$ cat config.mk
export PLATFORM = sky130hd
export DESIGN_NAME = dii_packet_buffer
export DESIGN_NICKNAME = d
export VERILOG_FILES = /design/src/rtl/dii_packet_buffer.sv
export SDC_FILE = /design/constraint.sdc
export NUM_CORES = 1
export LEC_CHECK = 0
export ABC_AREA = 1
export ABC_CLOCK_PERIOD_IN_PS = 4650
export CORE_ASPECT_RATIO = 1.4
export CORE_MARGIN = 2
export CORE_UTILIZATION = 50
export CTS_CLUSTER_SIZE = 8
export DETAILED_ROUTE_END_ITERATION = 10
export PLACE_DENSITY = 0.7
export SETUP_SLACK_MARGIN = 0.15
export SYNTH_ARGS = -nofsm -noshare
export SYNTH_HDL_FRONTEND = slang
export SYNTH_SLANG_ARGS = --single-unit
$ cat constraint.sdc
create_clock -name clk -period 4.65 [get_ports clk]
set_input_delay 1.395 -clock clk [delete_from_list [all_inputs] [get_ports clk]]
set_output_delay 1.395 -clock clk [all_outputs]
set_load 0.02 [all_outputs]
$ cat src/rtl/dii_packet_buffer.sv
// dii_packet_buffer: circular-buffer FIFO for DII flits.
//
// The dii_flit type (valid, last, data) is defined in dii_package below. Its
// data field is 16 bits wide, so WIDTH must stay at 16.
//
// Ports:
//   clk, rst_n      clock; asynchronous active-low reset
//   flit_in         write-side flit (valid, last, data)
//   flit_in_ready   write-side ready; depends only on buffer state
//   flit_out        read-side flit; data/last read combinationally at rd_ptr
//   flit_out_ready  read-side ready
//   fill_level      flits stored, 0..DEPTH
//   packet_count    stored flits with last=1 (complete packets)
//   packet_size     flits in the head packet (count when no last is stored)
//   fill_max        high-water mark of fill_level, sticky until reset
//                   (present only when DII_PACKET_BUFFER_HWM_EN is defined)
//
// Parameters: WIDTH (16), DEPTH (power of two, >= 2), and FULLPACKET
// (1 = store-and-forward, 0 = cut-through). With FULLPACKET=1 a full buffer
// also presents valid, so a packet longer than DEPTH drains instead of
// deadlocking.

package dii_package;
  typedef struct packed {
    logic        valid;
    logic        last;
    logic [15:0] data;
  } dii_flit;
endpackage

module dii_packet_buffer
  import dii_package::*;
#(
  parameter int WIDTH      = 16,
  parameter int DEPTH      = 16,
  parameter int FULLPACKET = 0
) (
  input  logic                   clk,
  input  logic                   rst_n,
  input  dii_flit                flit_in,
  output logic                   flit_in_ready,
  output dii_flit                flit_out,
  input  logic                   flit_out_ready,
  output logic [$clog2(DEPTH):0] fill_level,
  output logic [$clog2(DEPTH):0] packet_count,
  output logic [$clog2(DEPTH):0] packet_size
`ifdef DII_PACKET_BUFFER_HWM_EN
  ,
  output logic [$clog2(DEPTH):0] fill_max
`endif
);

  localparam int AW = $clog2(DEPTH);
  localparam logic [AW:0] FULL = (AW+1)'(DEPTH);

  logic [WIDTH-1:0] mem_data [DEPTH];
  logic             mem_last [DEPTH];

  logic [AW-1:0] rd_ptr, wr_ptr;
  logic [AW:0]   count, count_next;
  logic [AW:0]   pkt_cnt, pkt_cnt_next;
  logic          push, pop, out_valid;
  logic          push_last, pop_last;

  assign flit_in_ready = rst_n & (count != FULL);
  assign push          = flit_in.valid & flit_in_ready;
  assign pop           = out_valid & flit_out_ready;
  assign push_last     = push & flit_in.last;
  assign pop_last      = pop & mem_last[rd_ptr];

  always_comb begin
    if (FULLPACKET != 0) out_valid = (pkt_cnt != '0) | (count == FULL);
    else                 out_valid = (count != '0);
  end

  always_comb begin
    flit_out       = '0;
    flit_out.valid = out_valid;
    flit_out.last  = mem_last[rd_ptr];
    flit_out.data  = mem_data[rd_ptr];
  end

  always_comb begin
    count_next = count;
    case ({push, pop})
      2'b10:   count_next = count + (AW+1)'(1);
      2'b01:   count_next = count - (AW+1)'(1);
      default: count_next = count;
    endcase
    pkt_cnt_next = pkt_cnt;
    case ({push_last, pop_last})
      2'b10:   pkt_cnt_next = pkt_cnt + (AW+1)'(1);
      2'b01:   pkt_cnt_next = pkt_cnt - (AW+1)'(1);
      default: pkt_cnt_next = pkt_cnt;
    endcase
  end

  // Storage is deliberately not reset; entries are only meaningful below count.
  always_ff @(posedge clk) begin
    if (push) begin
      mem_data[wr_ptr] <= flit_in.data;
      mem_last[wr_ptr] <= flit_in.last;
    end
  end

  always_ff @(posedge clk or negedge rst_n) begin
    if (!rst_n) begin
      rd_ptr  <= '0;
      wr_ptr  <= '0;
      count   <= '0;
      pkt_cnt <= '0;
    end else begin
      if (push) wr_ptr <= wr_ptr + AW'(1);
      if (pop)  rd_ptr <= rd_ptr + AW'(1);
      count   <= count_next;
      pkt_cnt <= pkt_cnt_next;
    end
  end

  // Head-packet size: distance from rd_ptr to the first stored last flit,
  // scanning only occupied entries; falls back to count when none is stored.
  always_comb begin
    logic          found;
    logic [AW-1:0] idx;
    found       = 1'b0;
    idx         = rd_ptr;
    packet_size = count;
    for (int unsigned i = 0; i < DEPTH; i++) begin
      idx = rd_ptr + AW'(i);
      if (!found && ((AW+1)'(i) < count) && mem_last[idx]) begin
        packet_size = (AW+1)'(i + 1);
        found       = 1'b1;
      end
    end
  end

  assign fill_level   = count;
  assign packet_count = pkt_cnt;

`ifdef DII_PACKET_BUFFER_HWM_EN
  always_ff @(posedge clk or negedge rst_n) begin
    if (!rst_n)                     fill_max <= '0;
    else if (count_next > fill_max) fill_max <= count_next;
  end
`endif

endmodule

* After elaboration in Yosys (flattened, before gate mapping)
Memories as Yosys holds them, arrays and structs flattened. Index checks and enable logic that the tools add are counted.
Cells by class: add/subtract/negate cells 20, $lt $le $gt $ge 16, equality and inequality tests 5, muxes and demuxes 35, bitwise gates (word level) 5, reduce and logical (&&, ||, !) cells 49
Operators with widths (count):
- $mux 5 | 16
- $lt 4x5->1 const A | 8
- $add 4x4->4 const B | 8
- $logic_and 1x1->1 | 31
- $lt 3x5->1 const A | 4
- $pmux 5 s2 | 2
- $mux 1 | 17
- $add 4x3->4 const B | 4
- $logic_not 1->1 | 15
- $add 5x1->5 const B | 2
- $lt 1x5->1 const A | 2
- $lt 2x5->1 const A | 2
- $sub 5x1->5 const B | 2
- $add 4x1->4 const B | 2
- $add 4x2->4 const B | 2
- $and 1x1->1 | 5
- $ne 5x5->1 const B | 1
- $reduce_bool 5->1 | 1
- $eq 2x1->1 const B | 2
- $eq 2x2->1 const B | 2
- $reduce_bool 2->1 | 2
Storage, ports and cells: bits in registers 18, memory bits (writable) 272, bits of input ports 21, output and inout port bits 34, memories kept 2
Memory list:
- mem_data | depth 16, width 16, rd ports 1, clocked after memory_dff 0, wr ports 1, line 56 | logic [WIDTH-1:0] mem_data [DEPTH];
- mem_last | depth 16, width 1, rd ports 16, clocked after memory_dff 0, wr ports 1, line 57 | logic mem_last [DEPTH];

* Depth between registers and ports, before layout
Gate-level depths: netlist of run 1.
word-level depth 63, mapped depth 25, depth with buffers taken out 22

* Worst setup path before layout of run 1
Ideal clock, no wire load.
kind register -> output, start reg rd_ptr[0], end out packet_size[3], arrival time 3.329 ns, required time 3.255 ns, setup slack -0.074 ns, stages on the path, launching flop included 21, buffers on the path 4, cells stage by stage dfrtp_1 inv_2 buf_4 clkbuf_1 clkbuf_1 ha_1 buf_2 clkinv_1 nand3_1 nand3_1 nand3_1 nand3_2 nand3_2 nor2_4 nand4_4 nor2_4 o211ai_1 and2_1 o21ai_0 inv_1 a21oi_1
On the way: word-level cells in the longest chain between the ends 63
Ends and longest elaborated chain:
- start, declared | line 59 | logic [AW-1:0] rd_ptr, wr_ptr;
- start signal, assigned | line 114 | if (pop) rd_ptr <= rd_ptr + AW'(1);
- $mem_v2 16x1 *
- $logic_and 1x1->1 | line 130 | if (!found && ((AW+1)'(i) < count) && mem_last[idx]) begin
- $mux 1 | line 130
- $logic_not 1->1 | line 130
- $logic_and 1x1->1 (2 in a row) | line 130
- $mux 1 | line 130
- $logic_not 1->1 | line 130
- $logic_and 1x1->1 (2 in a row) | line 130
- (+42 left out)
- $logic_and 1x1->1 (2 in a row) | line 130
- $mux 1 | line 130
- $logic_not 1->1 | line 130
- $logic_and 1x1->1 (2 in a row) | line 130
- $mux 1 | line 130
- $logic_not 1->1 | line 130
- $logic_and 1x1->1 (2 in a row) | line 130
- $mux 5 * | line 130
- end, declared | line 46 | output logic [$clog2(DEPTH):0] packet_size
Mark *: on every way between the ends. The rest lies on a longest branch, timed or not.

* Worst setup path after layout of run 1
start reg rd_ptr[1], end out packet_size[3]
Same word-level chain as after synthesis.

==> summary.txt, run 1 <==
Synth
  – Seq/Total Area, Yosys: 0.666
  – Post-synth top area share: 0.631
  – Yosys cell types: 41
  – Synth area leaders: edfxtp_1 63%, o21ai_0 5.8%, nand2_1 5.5%
  – EDFF count, synth: 272
  – Syn Area/Cell: ~11 µm²
  – Async SR Flop Fraction: 0.0621
  – Synth Flop Type: edfxtp_1
  – Post-synth net total: roughly 1.2k
  – Post-Syn Area: roughly 13000 µm²
  – Synth warn: 0
  – Post-Syn Instances: approximately 1.2k
  – Yosys top cell by area: edfxtp_1
  – Number of synthesized register bits: just under 300

Setup path
  – Critical path peak fanout: 8
  – Startpoint types: register
  – R2R cell count: 15
  – R2r startpoint: fill_level[1]
  – Worst setup slack for register-to-register paths: 1.63 ns
  – Data required, critical path: around 3.3 ns
  – CP endpoint kind: output pin
  – WS Path Type: register to output pin
  – FF-to-FF End: packet_count[4]
  – Crit path DAT: 3.26 ns

Clock tree
  – CTS Sinks: just under 300
  – CTS tree: yes
  – Clock Path Buffers: 3
  – CTS Buf Count: 42
  – Hold buffers post-CTS: 0
  – H-tree depth: 2
  – Reg clk slew, reported paths: 0.05 ns
  – Root Buffer: clkbuf_16
  – Clk_lat worst skew: 0.54 ns

GRT
  – Gr usage total: 0.246
  – Total global routing overflow: 0
  – Number of global-route vias before repair: 9443
  – Largest net degree at the start of global routing: 113
  – First-pass GRT wire length: around 52 mm
  – Initial antenna violation count: 2

Timing
  – Peak Freq: 215 MHz
  – Slew HR: 0.478
  – WHS: 0.461 ns
  – RSZ-0062 raised after global routing: true
  – Clk_skew: about 0.024 ns
  – Fin. Hold Viols: 0
  – Tightest Pin Transition: 0.782 ns
  – Setup WS post-layout: -0.00589 ns
  – Final Cycle Share: 1.00
  – Minimum clock period after layout: roughly 4.7 ns
  – Setup TNS: -0.00589 ns
  – Max-slew violation count: 0
  – # setup viols final: 1

Route
  – Routed via count: ~9.7k
  – Post-route ant nets: 0
  – Routed wire length: approximately 34 mm
  – Via/cell ratio: 5.94
  – Drt pass-1 iters: 5
  – Drt drc: 0
  – Routed WL per cell: around 21 µm
  – DR iter-0 viols: 900

Floorplanning
  – Num ports: 55
  – CORE AREA: roughly 25000 µm²
  – Die Y: approximately 200 µm
  – Chip width: between 100 and 150 µm
  – Initial Utilization: 0.510
  – Die Area: approximately 27000 µm²
  – # rows: 69

Final layout
  – Fillers: between 1.5k and 2k
  – Antenna cells: 0
  – Layout cells sized above 1: 0.189
  – Nets@finish: roughly 1.3k
  – Area grow syn2layout: 24.0%
  – Final non-filler cell area: between 15000 and 20000 µm²
  – Finished Core Util: 0.632

Placement
  – Cell Area, Placed: 14100 µm²
  – Input/output buffers: between 50 and 60
  – Pre-CTS setup slack: 0.0416 ns
  – GP Congestion: 0.962
  – Detailed Place HPWL: slightly below 20 mm

Power and ir drop
  – Worst VDD drop: approximately 0.95 mV
  – Leakage: around 5.8 nW
  – Power density over cell area: 781 nW/µm²

Min path
  – HP Class: register to register
  – Worst Hold End: packet_count[4]
  – Worst Hold Depth: 1
  – Hold Path Origin: packet_count[4]

Status
  – Failing checks: setup timing
  – Status: finished with violations

Flow run
  – Max Cap Viol: 0
## synth_stat cells, types with 2 or more instances
cell type  instances
dfrtp_1           18
inv_1             55
o211ai_1           2
nor2_4             2
buf_1              2
nand4_2            2
nand2_1          191
a31oi_1            4
nand4_1           21
nor3_1             2
clkinv_1           5
nor2_2             4
edfxtp_1         272
clkbuf_1          46
ha_1              20
nand3_1           96
xor2_1            12
and2_1             2
nor2_1           175
o22ai_1           64
buf_4              4
xnor2_1            3
a21oi_1            6
o21ai_0          149
buf_2              4
nand3_2            2
o41ai_1            2
## layer usage
layer  part of all wire  up-vias  track usage
li1                   -     4439            -
met5            0.00032        -            0
met2               0.51      435        0.427
met1               0.37     4712        0.300
met4              0.045        2        0.116
met3              0.066      118       0.0374
## placed cells by master, fill, tap and decap left out, types with 8 or more instances in the layout
cell type        instances
o22ai_1                 64
nand4_1                 21
nor2_1                 153
o21ai_0                145
ha_1                    15
xor2_1                   8
buf_6                    9
nand2_1                182
clkbuf_16               42
clkdlybuf4s50_1         49
inv_1                   49
nand3_2                 32
edfxtp_1               272
nor2_2                  22
dfrtp_1                 16
nand2_2                  8
nand3_1                 60
buf_4                   74
## worst max-delay path by stage
stage	start	endpoint	slack, ns	cells past startpoint
floorplan	rd_ptr[0]	packet_size[1]	0.16	23
global placement	rd_ptr[0]	packet_size[0]	0.07	19
detailed placement	rd_ptr[0]	packet_size[0]	0.04	19
CTS	rd_ptr[1]	packet_size[3]	0.05	18
global route	rd_ptr[0]	packet_size[3]	-0.18	19
finish	rd_ptr[1]	packet_size[3]	-0.006	18
## timing repair
item | CTS | global route
cloned | 0 | 0
resized for setup | 90 | 50
pin swaps | 21 | 17
endpoints found under the setup margin | 20 | 19
endpoints found under the hold margin | 0 | 0
buffers inserted | 30 | 8
## state kept, by name, indices dropped and copies added, names as in the netlist
signal and cells:
packet_count 5, rd_ptr 4, mem_data 256, fill_level 5, mem_last 16, wr_ptr 4
## stage by stage
step / cells / power, mW
final: 1633 / 12.5
after global routing: 1633 / 13.2
after CTS: 1625 / 12.0
after detailed placement: 1542 / 8.64
after global placement: 1542 / 8.58
after floorplan: 1179 / 6.77
## worst max-delay path, stage by stage (launching register included)
cell      delay (ns)
dfrtp_2         0.44
clkinv_4        0.11
ha_4            0.32
buf_12          0.15
nand3_4         0.09
nand3_2         0.10
nand3_2         0.09
nand3_2         0.12
nand3_4         0.08
nor2_4          0.12
nand4_4         0.10
nor2_4          0.19
buf_6           0.12
o211ai_1        0.09
and2_1          0.17
o21ai_1         0.08
inv_1           0.07
a21oi_2         0.13
buf_4           0.15
## where the power goes
| group | internal, mW | leakage (nW) | switching [mW] | total (mW) |
|---|---|---|---|---|
| combinational | 2.50 | 2.63 | 4.16 | 6.66 |
| clock | 1.63 | 0.563 | 1.05 | 2.68 |
| sequential | 3.07 | 2.66 | 0.125 | 3.19 |
| total | 7.20 | 5.85 | 5.33 | 12.5 |
## kinds of logic (layout without fill, tap and decap cells)
group           Yosys count  count (layout)  synth area share
compound gates          233             233            0.0989
xor+xnor                 16              16            0.0114
fa+ha+maj                21              21            0.0209
buf+inv                 118             253            0.0364
flops                   290             290             0.666
simple gates            501             501             0.166
## area by class of cell
cell class / count / area (µm²) / area share
Sequential cell: 290 / 8620 / 0.538
Clock buffer: 49 / 1080 / 0.0672
Multi-Input combinational cell: 771 / 4340 / 0.271
Timing Repair Buffer: 139 / 1270 / 0.0790
Clock inverter: 4 / 88.8 / 0.00554
Tap cell: 319 / 399 / 0.0249
Inverter: 61 / 243 / 0.0151
Note: power is estimated with default switching activity, not from simulation.
==> inputs of run 2 (changes only) <==
Settings changed: ABC_AREA 1 to not set, SKIP_CTS_REPAIR_TIMING set to 1.
==> summary.txt, run 2 <==
Setup path
  – Startpoint types: register
  – Crit path DAT: 3.84 ns
  – CP Cell Sequence: inv_6, ha_4, buf_4, mux2i_2, mux2i_1, mux4_2, o21ai_0, nand4_1, buf_4, nor4_4, and2_4, nor3_4, clkbuf_2
  – WS Path Type: register to output pin
  – Worst setup slack for register-to-register paths: approximately 1.2 ns
  – Critical path peak fanout: 7
  – Data required, critical path: approximately 3.3 ns
  – FF-to-FF End: packet_count[4]
  – Crit-path slowest cell: mux4_2
  – Max stage delay on crit path: 0.51 ns
  – CP endpoint kind: output pin
  – R2r startpoint: rd_ptr[2]
  – R2R cell count: 17
  – Most used cell, CP: buf_4

Timing
  – WHS: between 0.4 and 0.5 ns
  – Slew HR: 0.613
  – Final Cycle Share: 1.13
  – Setup WS post-layout: -0.584 ns
  – Max-slew violation count: 0
  – Peak Freq: ~190 MHz
  – # setup viols final: 5
  – Tightest Pin Transition: approximately 0.57 ns
  – Clk_skew: 0.0206 ns
  – Minimum clock period after layout: about 5.2 ns
  – Fin. Hold Viols: 0
  – RSZ-0062 raised after global routing: true

Final layout
  – Max reg flops: roughly 260
  – Final Non-Filler Cells: about 1.2k
  – Biggest regs: mem_data (256), mem_last (16)
  – Largest register by flop count: mem_data
  – Finished Core Util: 0.622
  – Most frequent cells in the layout: 272 x edfxtp_1, 99 x mux4_2, 94 x buf_4, 43 x clkbuf_16, 38 x clkdlybuf4s50_1
  – Nets@finish: roughly 900
  – Area grow syn2layout: 22.1%
  – Multi-input gate area: 4270 µm²
  – Most common cell after layout, fill and taps aside: edfxtp_1
  – Layout cells sized above 1: 0.348
  – Sequential cell area: ~8600 µm²
  – Antenna cells: 0
  – Fillers: roughly 1.8k

Min path
  – Worst Hold Depth: 1
  – Worst Hold End: packet_count[4]
  – Hold Path Origin: packet_count[4]
  – HP Class: register to register

GRT
  – Total global routing overflow: 0
  – Largest net degree at the start of global routing: 35
  – Initial antenna violation count: 0
  – Number of global-route vias before repair: 7914
  – Gr usage total: 0.228
  – First-pass GRT wire length: approximately 46 mm

Synth
  – Syn Area/Cell: between 15 and 20 µm²
  – Post-synth top area share: 0.630
  – Seq/Total Area, Yosys: 0.664
  – Synth warn: 0
  – Yosys top cell by area: edfxtp_1
  – Synth area leaders: edfxtp_1 63%, mux4_2 17%, dfrtp_1 3.5%
  – Synth Flop Type: edfxtp_1
  – Post-Syn Instances: 698
  – Async SR Flop Fraction: 0.0621
  – Number of synthesized register bits: 290
  – Commonest cells post-synth: 272 x edfxtp_1, 99 x mux4_2, 34 x nand2_1, 27 x mux2i_1, 26 x nor2_1
  – Synth Area in XOR/XNOR: 0.0188
  – Adder-cell share of the synthesized area: 0.0208
  – Count leader, synth: edfxtp_1
  – Compound-Gate Fraction of Synth Area: 0.0281
  – Yosys cell types: 55
  – Mux share of post-synthesis cell area: 0.211
  – Post-Syn Area: between 10000 and 15000 µm²
  – Post-synth net total: between 700 and 800
  – Main combinational cell family by area after synthesis: multiplexers
  – Synth Area in Simple Gates: 0.0389
  – EDFF count, synth: about 270

Placement
  – Pre-CTS setup slack: -0.481 ns
  – Detailed Place HPWL: approximately 20 mm
  – Inst Count DP: 1126
  – GP Congestion: roughly 0.92
  – Input/output buffers: 54

Route
  – Drt pass-1 iters: 10
  – Post-route ant nets: 0
  – DR iter-0 viols: ~570
  – Drt drc: 4
  – Routed via count: between 7k and 8k
  – Routed wire length: approximately 30 mm
  – Via/cell ratio: 6.13
  – Routed WL per cell: 25.7 µm

Status
  – Status: finished with violations
  – Failing checks: DRC, setup timing

Clock tree
  – Clock Path Buffers: 3
  – H-tree depth: 2
  – CTS Buf Count: 42
  – CTS tree: yes
  – CTS Sinks: between 200 and 300
  – Reg clk slew, reported paths: around 0.05 ns
  – Root Buffer: clkbuf_16
  – Clk_lat worst skew: between 0.5 and 0.6 ns

Power and ir drop
  – Leakage: 5.54 nW
  – Worst VDD drop: between 0.4 and 0.5 mV
  – Power density over cell area: a little over 700 nW/µm²

Floorplanning
  – Num ports: 55
  – Die Area: around 27000 µm²
  – Die Y: around 190 µm
  – # rows: a little under 70
  – Initial Utilization: 0.509
  – CORE AREA: ~25000 µm²
  – Chip width: 140 µm

Flow run
  – Max Cap Viol: 0
[run 2: cell types whose count changed after synthesis, sizes merged, moves of 8 or more]
cell,previous run,this run
buf,11,25
clkbuf,46,13
inv,56,15
mux2,0,21
mux2i,0,27
mux4,0,99
nand2,191,34
nand3,98,4
nand4,24,2
nor2,181,26
nor3,3,11
o21ai,150,19
o22ai,64,12
xnor2,3,18
[run 2: report_power, final]
part,switching [mW],total (mW),internal [mW]
registers,0.150,3.23,3.08
clock network,0.983,2.62,1.64
logic,2.82,5.65,2.83
[run 2: worst max path at each step]
stage                          from             end  cells past startpoint
after detailed placement  rd_ptr[1]  packet_size[0]                     11
after CTS                 rd_ptr[1]  packet_size[0]                     11
after floorplan           rd_ptr[1]  packet_size[2]                     16
after global routing      rd_ptr[1]  packet_size[3]                     12
after global placement    rd_ptr[1]  packet_size[0]                     11
final                     rd_ptr[1]  packet_size[3]                     13
[run 2: critical path: cells and delay by family, from the launching register on]
kind / cells / cell delay (ns)
muxes: 3 / 0.89
buffers and inverters: 4 / 0.60
adders and majority gates: 1 / 0.33
DFF: 1 / 0.44
and+or+nand+nor: 4 / 0.82
AOI/OAI and AO/OA: 1 / 0.23
[run 2: layer usage]
metal | wire, µm | global-route usage | vias up | part of all wire
met1 | 11300 | 0.276 | 3768 | 0.37
met4 | 1440 | 0.118 | 0 | 0.047
met5 | 0 | 0 | - | 0
met3 | 1540 | 0.0357 | 97 | 0.051
li1 | - | - | 3134 | -
met2 | 16200 | 0.396 | 268 | 0.53
[run 2: area by class of cell]
| class | count | area share |
|---|---|---|
| Tap cell | 319 | 0.0252 |
| Inverter | 15 | 0.00403 |
| Sequential cell | 290 | 0.545 |
| Multi-Input combinational cell | 355 | 0.270 |
| Timing Repair Buffer | 153 | 0.0851 |
| Clock buffer | 52 | 0.0701 |
| Clock inverter | 2 | 0.00111 |
[run 2: kinds of logic after synthesis]
group | after synthesis
XOR/XNOR | 27
adder cells (fa/ha/maj) | 21
AO/OA/AOI/OAI | 58
flip-flops | 290
buffers and inverters | 53
multiplexers | 147
AND/OR/NAND/NOR | 102
[run 2: stage by stage]
stage	instance area, µm²	TNS [ns]	power, mW
after floorplan	13100	-1.36	6.89
after global placement	14600	-1.38	8.64
after detailed placement	14600	-1.96	8.75
after CTS	15700	-6.95	11.4
after global routing	15800	-3.11	12.1
final	15800	-2.66	11.5
